`src/rtl/his_readout_fsm.sv`:
```
// Histogram readout: sweeps a completed bank bin by bin, streams counts downstream and reports the peak bin.
// Build option HIS_READ_CLEAR_EN: zero each bin in the RAM as it is accepted downstream.
module his_readout_fsm #(
    parameter int BIN_NUM = 64,
    parameter int ADDR_W  = 6,
    parameter int CNT_W   = 16
) (
    input  logic              clk,
    input  logic              res,
    input  logic              acq_done,
    input  logic              bank_sel,
    output logic              ram_rd_en,
    output logic              ram_rd_bank,
    output logic [ADDR_W-1:0] ram_rd_addr,
    input  logic [CNT_W-1:0]  ram_rd_data,
    output logic              ram_clr_en,
    output logic [ADDR_W-1:0] ram_clr_addr,
    output logic              out_valid,
    input  logic              out_ready,
    output logic [ADDR_W-1:0] out_bin,
    output logic [CNT_W-1:0]  out_count,
    output logic              out_last,
    output logic              peak_valid,
    output logic [ADDR_W-1:0] peak_bin,
    output logic [CNT_W-1:0]  peak_count,
    output logic              busy,
    output logic              overrun,
    output logic [2:0]        dbg_state
);

    typedef enum logic [2:0] {
        IDLE = 3'd0,
        READ = 3'd1,
        CAPT = 3'd2,
        SEND = 3'd3,
        DONE = 3'd4
    } state_t;

    localparam logic [ADDR_W-1:0] LAST_ADDR = ADDR_W'(BIN_NUM - 1);

    state_t            state;
    state_t            state_nxt;
    logic [ADDR_W-1:0] addr;
    logic              bank;
    logic              accept;

    // Output handshake: a beat transfers on every clock edge where out_valid && out_ready.
    // Once raised, out_valid stays high and out_bin/out_count/out_last stay unchanged until
    // that edge; out_ready is ignored while out_valid is low.
    assign accept = (state == SEND) && out_ready;

    always_ff @(posedge clk or negedge res) begin
        if (!res) begin
            state <= IDLE;
        end else begin
            state <= state_nxt;
        end
    end

    always_comb begin
        state_nxt = state;
        case (state)
            IDLE: if (acq_done) state_nxt = READ;
            READ: state_nxt = CAPT;
            CAPT: state_nxt = SEND;
            SEND: if (accept) state_nxt = out_last ? DONE : READ;
            DONE: state_nxt = IDLE;
            default: state_nxt = IDLE;
        endcase
    end

    always_ff @(posedge clk or negedge res) begin
        if (!res) begin
            addr       <= '0;
            bank       <= 1'b0;
            out_valid  <= 1'b0;
            out_bin    <= '0;
            out_count  <= '0;
            out_last   <= 1'b0;
            peak_bin   <= '0;
            peak_count <= '0;
            busy       <= 1'b0;
            overrun    <= 1'b0;
        end else begin
            if (acq_done && state != IDLE) begin
                overrun <= 1'b1;
            end
            case (state)
                IDLE: begin
                    if (acq_done) begin
                        bank       <= bank_sel;
                        addr       <= '0;
                        peak_bin   <= '0;
                        peak_count <= '0;
                        busy       <= 1'b1;
                    end
                end
                CAPT: begin
                    out_count <= ram_rd_data;
                    out_bin   <= addr;
                    out_valid <= 1'b1;
                    out_last  <= (addr == LAST_ADDR);
                    // Strict compare keeps the lowest index on ties.
                    if (ram_rd_data > peak_count) begin
                        peak_count <= ram_rd_data;
                        peak_bin   <= addr;
                    end
                end
                SEND: begin
                    if (accept) begin
                        out_valid <= 1'b0;
                        out_last  <= 1'b0;
                        if (!out_last) begin
                            addr <= addr + 1'b1;
                        end
                    end
                end
                DONE: busy <= 1'b0;
                default: ;
            endcase
        end
    end

    assign ram_rd_en   = (state == READ);
    assign ram_rd_bank = bank;
    assign ram_rd_addr = addr;
    assign peak_valid  = (state == DONE);
    assign dbg_state   = state;

`ifdef HIS_READ_CLEAR_EN
    assign ram_clr_en   = accept;
    assign ram_clr_addr = out_bin;
`else
    assign ram_clr_en   = 1'b0;
    assign ram_clr_addr = '0;
`endif

endmodule
```
`config.mk`:
```
export PLATFORM = sky130hd
export DESIGN_NAME = his_readout_fsm
export DESIGN_NICKNAME = d
export VERILOG_FILES = /design/src/rtl/his_readout_fsm.sv
export SDC_FILE = /design/constraint.sdc
export NUM_CORES = 1
export LEC_CHECK = 0
export BUFFER_PORTS_ARGS = -buffer_cell sky130_fd_sc_hd__buf_2
export CAP_MARGIN = 30
export CORE_MARGIN = 1.5
export CORE_UTILIZATION = 30
export CTS_CLUSTER_DIAMETER = 100
export DETAILED_ROUTE_END_ITERATION = 8
export GPL_TIMING_DRIVEN = 0
export MAX_ROUTING_LAYER = met4
export PLACE_DENSITY = 0.62
export SYNTH_ARGS = -nofsm -noshare
export SYNTH_HDL_FRONTEND = slang
export SYNTH_SLANG_ARGS = --single-unit
```
`constraint.sdc`:
```
create_clock -name clk -period 2.51 [get_ports clk]
set_input_delay 0.251 -clock clk [delete_from_list [all_inputs] [get_ports clk]]
set_output_delay 0.251 -clock clk [all_outputs]
set_load 0.1 [all_outputs]
```
### After elaboration in Yosys (flattened, before gate mapping)

Cells that the tools add are included.

* register bits after elaboration: 58
* bits of input ports: 21
* output and inout bits: 67
* word-level logic and storage cells: 54

* add/sub/neg operators: 1
* magnitude comparators: 1
* equal/unequal tests: 9
* muxes and demuxes: 18
* reduce and logical (&&, ||, !) cells: 14

Operators with widths (count)
* 2-to-1 mux 16 bit: 2
* one-hot mux 16 bit (2 select lines): 1
* 2-to-1 mux 6 bit: 4
* one-hot mux 6 bit (2 select lines): 2
* > comparator 16 bit: 1
* one-hot mux 3 bit (4 select lines): 1
* 2-to-1 mux 3 bit: 3
* inequality test 2 bit, second input constant: 4
* AND reduction 2 bit: 4
* nonzero test 2 bit: 4
* adder 6 x 1 -> 6 bit, second input constant: 1
* == test 3 x 2 -> 1 bit, second input constant: 2
* == test 6 bit, second input constant: 1
* one-hot mux 1 bit (2 select lines): 3
* AND reduction 4 bit: 1
* == test 3 x 1 -> 1 bit, second input constant: 1
* == test 3 bit, second input constant: 1
* logical NOT 3 bit: 1
* AND reduction 3 bit: 1
* nonzero test 3 bit: 1
* logical AND 1 bit: 2
* 2-to-1 mux 1 bit: 2

### Longest topological paths before layout

* depth in word-level cells: 4
* depth in mapped cells: 8
* mapped depth without buffers: 7

### Worst setup path after synthesis

OpenSTA, ideal clock, no wires.

* path type: reg2out
* start: reg state[0] (netlist: dbg_state[0])
* end: out ram_rd_en
* arrival time: 3.488 ns
* data required time: 2.259 ns
* path slack: -1.229 ns
* cell stages (with the launch flop): 3
* path buffers: 1
* cell sequence: dfrtp_1 clkbuf_1 nor3b_1

* word-level cells in the longest chain between the ends: 1

RTL lines
* start: declaration: line 41 `state_t state;`
* start signal: assignment: line 56 `state <= state_nxt;`
* == test 3 x 1 -> 1 bit: line 124 `assign ram_rd_en = (state == READ);`
* end: declaration: line 12 `output logic ram_rd_en,`

Every way passes these cells.

### Worst setup path in the final report

* start: reg peak_count[14]
* end: reg peak_count[11]

* word-level cells in the longest chain between the ends: 3

RTL lines
* start: declaration: line 25 `output logic [CNT_W-1:0] peak_count,`
* start signal: assignment: line 105 `peak_count <= ram_rd_data;`
* > comparator 16 bit: line 104 `if (ram_rd_data > peak_count) begin`
* inequality test 2 bit (no line)
* AND reduction 3 bit (no line)

Every way passes these cells.
A chain may end at the register's enable or synchronous reset.

==> metrics.log <==
INFO  metric relSlewSlack = 0.480
INFO  metric route.detailed.drc = 0
INFO  metric groute.usage.overall = 0.151
INFO  metric design.core.area = slightly above 0.009 mm²
INFO  metric drtAntennaViolNets = 0
INFO  metric final.period_utilization = 0.963
INFO  metric largest_family_of_logic_cells_by_synthesized_area = simple AND/OR/NAND/NOR gates
INFO  metric crit_path_end_kind = flop
INFO  metric top_cells_by_area_synth = sky130_fd_sc_hd__dfrtp_1 (50%), sky130_fd_sc_hd__mux2_4 (9.8%), sky130_fd_sc_hd__ha_1 (7.3%), sky130_fd_sc_hd__a21o_1 (5.7%), sky130_fd_sc_hd__and2_1 (4.1%)
INFO  metric holdBufCountCts = 0
INFO  metric drt_wl_total = between 7000 and 8000 µm
INFO  metric grt_max_degree = 35
INFO  metric cts.path.max_buffers = 2
INFO  metric die_x = roughly 100 µm
INFO  metric top_layer = met4
INFO  metric critical_path_class = flop to flop
INFO  metric achievable_freq = 414 MHz
INFO  metric synth_warnings = 0
INFO  metric final_hold_viol_count = 20
INFO  metric area_growth = 33.9%
INFO  metric worst_pin_slew = ~800 ps
INFO  metric ys_seq_elements = 58
INFO  metric muxShareOfSynthArea = 0.117
INFO  metric route.layer.met1.wl = between 3000 and 4000 µm
INFO  metric async_reset_ff_frac = 1.00
INFO  metric violated_checks = negative hold slack
INFO  metric post_synth.cell_area_avg = 11.5 µm²
INFO  metric crit_path_max_fanout = 6
INFO  metric floorplan.die_area = between 0.01 and 0.015 mm²
INFO  metric cts_sinks = between 50 and 60
INFO  metric hold_ws = -13.9 ps
INFO  metric antenna_found_initial = 0
INFO  metric synth.top_cells.by_count = sky130_fd_sc_hd__dfrtp_1 (58), sky130_fd_sc_hd__inv_1 (24), sky130_fd_sc_hd__a21o_1 (22), sky130_fd_sc_hd__and2_1 (19), sky130_fd_sc_hd__mux2_4 (19)
INFO  metric cts_max_level = 3
INFO  metric synth-xor-area-share = 0.00907
INFO  metric synth_area_leader_cell = sky130_fd_sc_hd__dfrtp_1
INFO  metric timing_max_transition_violations_final = 0
INFO  metric preCtsSetupSlack = -0.0429 ps
INFO  metric post_synthesis_cell_area = 0.00290 mm²
INFO  metric detailedRoute.firstIterationViolations = 39
INFO  metric synth_simple_gate_area_share = 0.125
INFO  metric cts_tree = yes
INFO  metric netlist-cell-type-count = 38
INFO  metric detail_route.wl_per_cell = around 14 µm
INFO  metric dr.pass1.iters = 4
INFO  metric initial_utilization = 0.312
INFO  metric routed-via-count = ~2200
INFO  metric wl_met3 = roughly 330 µm
INFO  metric synthAdderAreaFrac = 0.0734
INFO  metric weighted_congestion_at_the_end_of_routability_driven_global_placement = ~0.81
INFO  metric cts_made_buffers = 9
INFO  metric finish.net_count = between 300 and 400
INFO  metric std_cell_rows = 35
INFO  metric worstPathArrival = 2640 ps
INFO  metric run_status = complete, but fails checks
INFO  metric final.min_clock_period = between 2000 and 2500 ps
INFO  metric grt_remaining_overflow = 0
INFO  metric clkSlewWorstSetupHoldPaths = ~80 ps
INFO  metric setup_violations = 0
INFO  metric cp-start-kind = flop
INFO  metric drive_gt1_frac = 0.441
INFO  metric die_h = between 100 and 150 µm
INFO  metric timing.clock.skew = between 9 and 10 ps
INFO  metric yosysSeqAreaShare = 0.501
INFO  metric cts_root_buffer_type = sky130_fd_sc_hd__clkbuf_8
INFO  metric hpwl = slightly above 5000 µm
INFO  metric cell_with_the_most_instances_after_synthesis = sky130_fd_sc_hd__dfrtp_1
INFO  metric unrepaired_setup_endpoints_after_global_routing = false
INFO  metric wl_met2 = 3270 µm
INFO  metric worst_skew_pair.late_latency = between 300 and 400 ps
INFO  metric max_cap_violations = 0
INFO  metric synth_top_flop_cell = sky130_fd_sc_hd__dfrtp_1
INFO  metric io_pins = 88
INFO  metric layout_setup_ws = about 93 ps
INFO  metric synth_enable_flop_cells = 0
INFO  metric synthesis.instances = 252
INFO  metric via_count_of_the_first_global_routing_pass = 2256
INFO  metric crit_required = approximately 2700 ps
INFO  metric route.detailed.vias_per_inst = about 4.5
INFO  metric yosys.area.top_type_share = 0.501
INFO  metric portBuffers = 80
INFO  metric synth_compound_gate_area_share = 0.106
INFO  metric grt_pass1_wl = 11400 µm
INFO  metric antennaDiodeCount = 0
INFO  metric hold_path_class = primary input to async pin
[worst max-delay path, cell delays in order (launching register included)]
cell and delay (ps):
sky130_fd_sc_hd__dfrtp_4 420, sky130_fd_sc_hd__inv_1 40, sky130_fd_sc_hd__ha_1 320, sky130_fd_sc_hd__nand4_4 150, sky130_fd_sc_hd__or4_4 580, sky130_fd_sc_hd__a21oi_4 180, sky130_fd_sc_hd__a31oi_4 90, sky130_fd_sc_hd__clkbuf_16 230
sky130_fd_sc_hd__mux2_4 290
[path summary, 6_finish.rpt]
path	from	endpoint	slack, ps	cells past startpoint
max in group asynchronous	res	dbg_state[1]$_DFFE_PN0P_	1890	2
min reg2reg	out_count[6]$_DFFE_PN0P_	out_count[6]$_DFFE_PN0P_	470	1
min in group clk	bank_sel	ram_rd_bank$_DFFE_PN0P_	150	2
max reg2reg	peak_count[14]$_DFFE_PN0P_	peak_count[11]$_DFFE_PN0P_	90	8
max	peak_count[14]$_DFFE_PN0P_	peak_count[11]$_DFFE_PN0P_	90	8
min	res	out_count[4]$_DFFE_PN0P_	-10	1
[metrics by stage]
step | TNS, ps | std cells | cell area, µm² | util
5_1_grt | 0 | 487 | 3880 | 0.418
6_report | 0 | 487 | 3880 | 0.418
3_3_place_gp | 0 | 467 | 3530 | 0.381
2_1_floorplan | 0 | 258 | 2970 | -
3_5_place_dp | -0.0429 | 468 | 3550 | 0.383
4_1_cts | 0 | 484 | 3740 | 0.403
[logic make-up after synthesis]
| group | Yosys count |
|---|---|
| simple gates | 64 |
| flops | 58 |
| xor+xnor | 3 |
| mux | 24 |
| fa+ha+maj | 17 |
| compound gates | 44 |
| buf+inv | 41 |
| other cells | 1 |
[sequential cells by signal, indices dropped and copies added (netlist names)]
| name | cells |
|---|---|
| out_count | 16 |
| peak_count | 16 |
| out_bin | 6 |
| peak_bin | 6 |
| ram_rd_addr | 6 |
| dbg_state | 3 |
| busy | 1 |
| out_last | 1 |
| out_valid | 1 |
| overrun | 1 |
| ram_rd_bank | 1 |
[area by class of cell]
| class | instances | area [µm²] |
|---|---|---|
| Fill cell | 926 | 5410 |
| Sequential cell | 58 | 1490 |
| Multi-Input combinational cell | 159 | 1370 |
| Timing Repair Buffer | 85 | 472 |
| Tap cell | 129 | 161 |
| Clock buffer | 10 | 138 |
| Buffer | 16 | 110 |
| Inverter | 24 | 90.1 |
| Clock inverter | 6 | 42.5 |
[layout by cell type, fill, tap and decap left out, types with 4 or more instances in the layout]
| cell type | Yosys | routed |
|---|---|---|
| sky130_fd_sc_hd__buf_2 | 0 | 80 |
| sky130_fd_sc_hd__mux2_4 | 19 | 19 |
| sky130_fd_sc_hd__buf_4 | 7 | 9 |
| sky130_fd_sc_hd__o21ai_0 | 4 | 4 |
| sky130_fd_sc_hd__dfrtp_4 | 0 | 8 |
| sky130_fd_sc_hd__clkbuf_1 | 8 | 7 |
| sky130_fd_sc_hd__ha_4 | 0 | 4 |
| sky130_fd_sc_hd__conb_1 | 1 | 7 |
| sky130_fd_sc_hd__dfrtp_2 | 0 | 9 |
| sky130_fd_sc_hd__nor2_1 | 12 | 12 |
| sky130_fd_sc_hd__nand4_1 | 6 | 6 |
| sky130_fd_sc_hd__clkbuf_8 | 0 | 10 |
| sky130_fd_sc_hd__ha_1 | 17 | 13 |
| sky130_fd_sc_hd__nand2_1 | 9 | 9 |
| sky130_fd_sc_hd__dfrtp_1 | 58 | 41 |
| sky130_fd_sc_hd__and2_1 | 19 | 19 |
| sky130_fd_sc_hd__a21o_1 | 22 | 22 |
| sky130_fd_sc_hd__inv_1 | 24 | 23 |
| sky130_fd_sc_hd__a21oi_1 | 9 | 8 |
[routing by layer]
layer  up-vias  global-route usage
met5         -                   -
met4         0              0.0598
met3        10              0.0338
met2        60               0.234
met1      1055               0.191
li1       1050                   -
[what timing repair did]
| action | 4_1_cts | 5_1_grt |
|---|---|---|
| pin swaps | 0 | 1 |
| endpoints found under the setup margin | 11 | 19 |
| hold endpoints to repair | 0 | 0 |
| cloned | 0 | 2 |
| gates resized for setup | 1 | 15 |
| setup buffers | 0 | 2 |
Power is not shown: default switching activity piles up to over one toggle a cycle in this logic, so the estimate is an artifact.
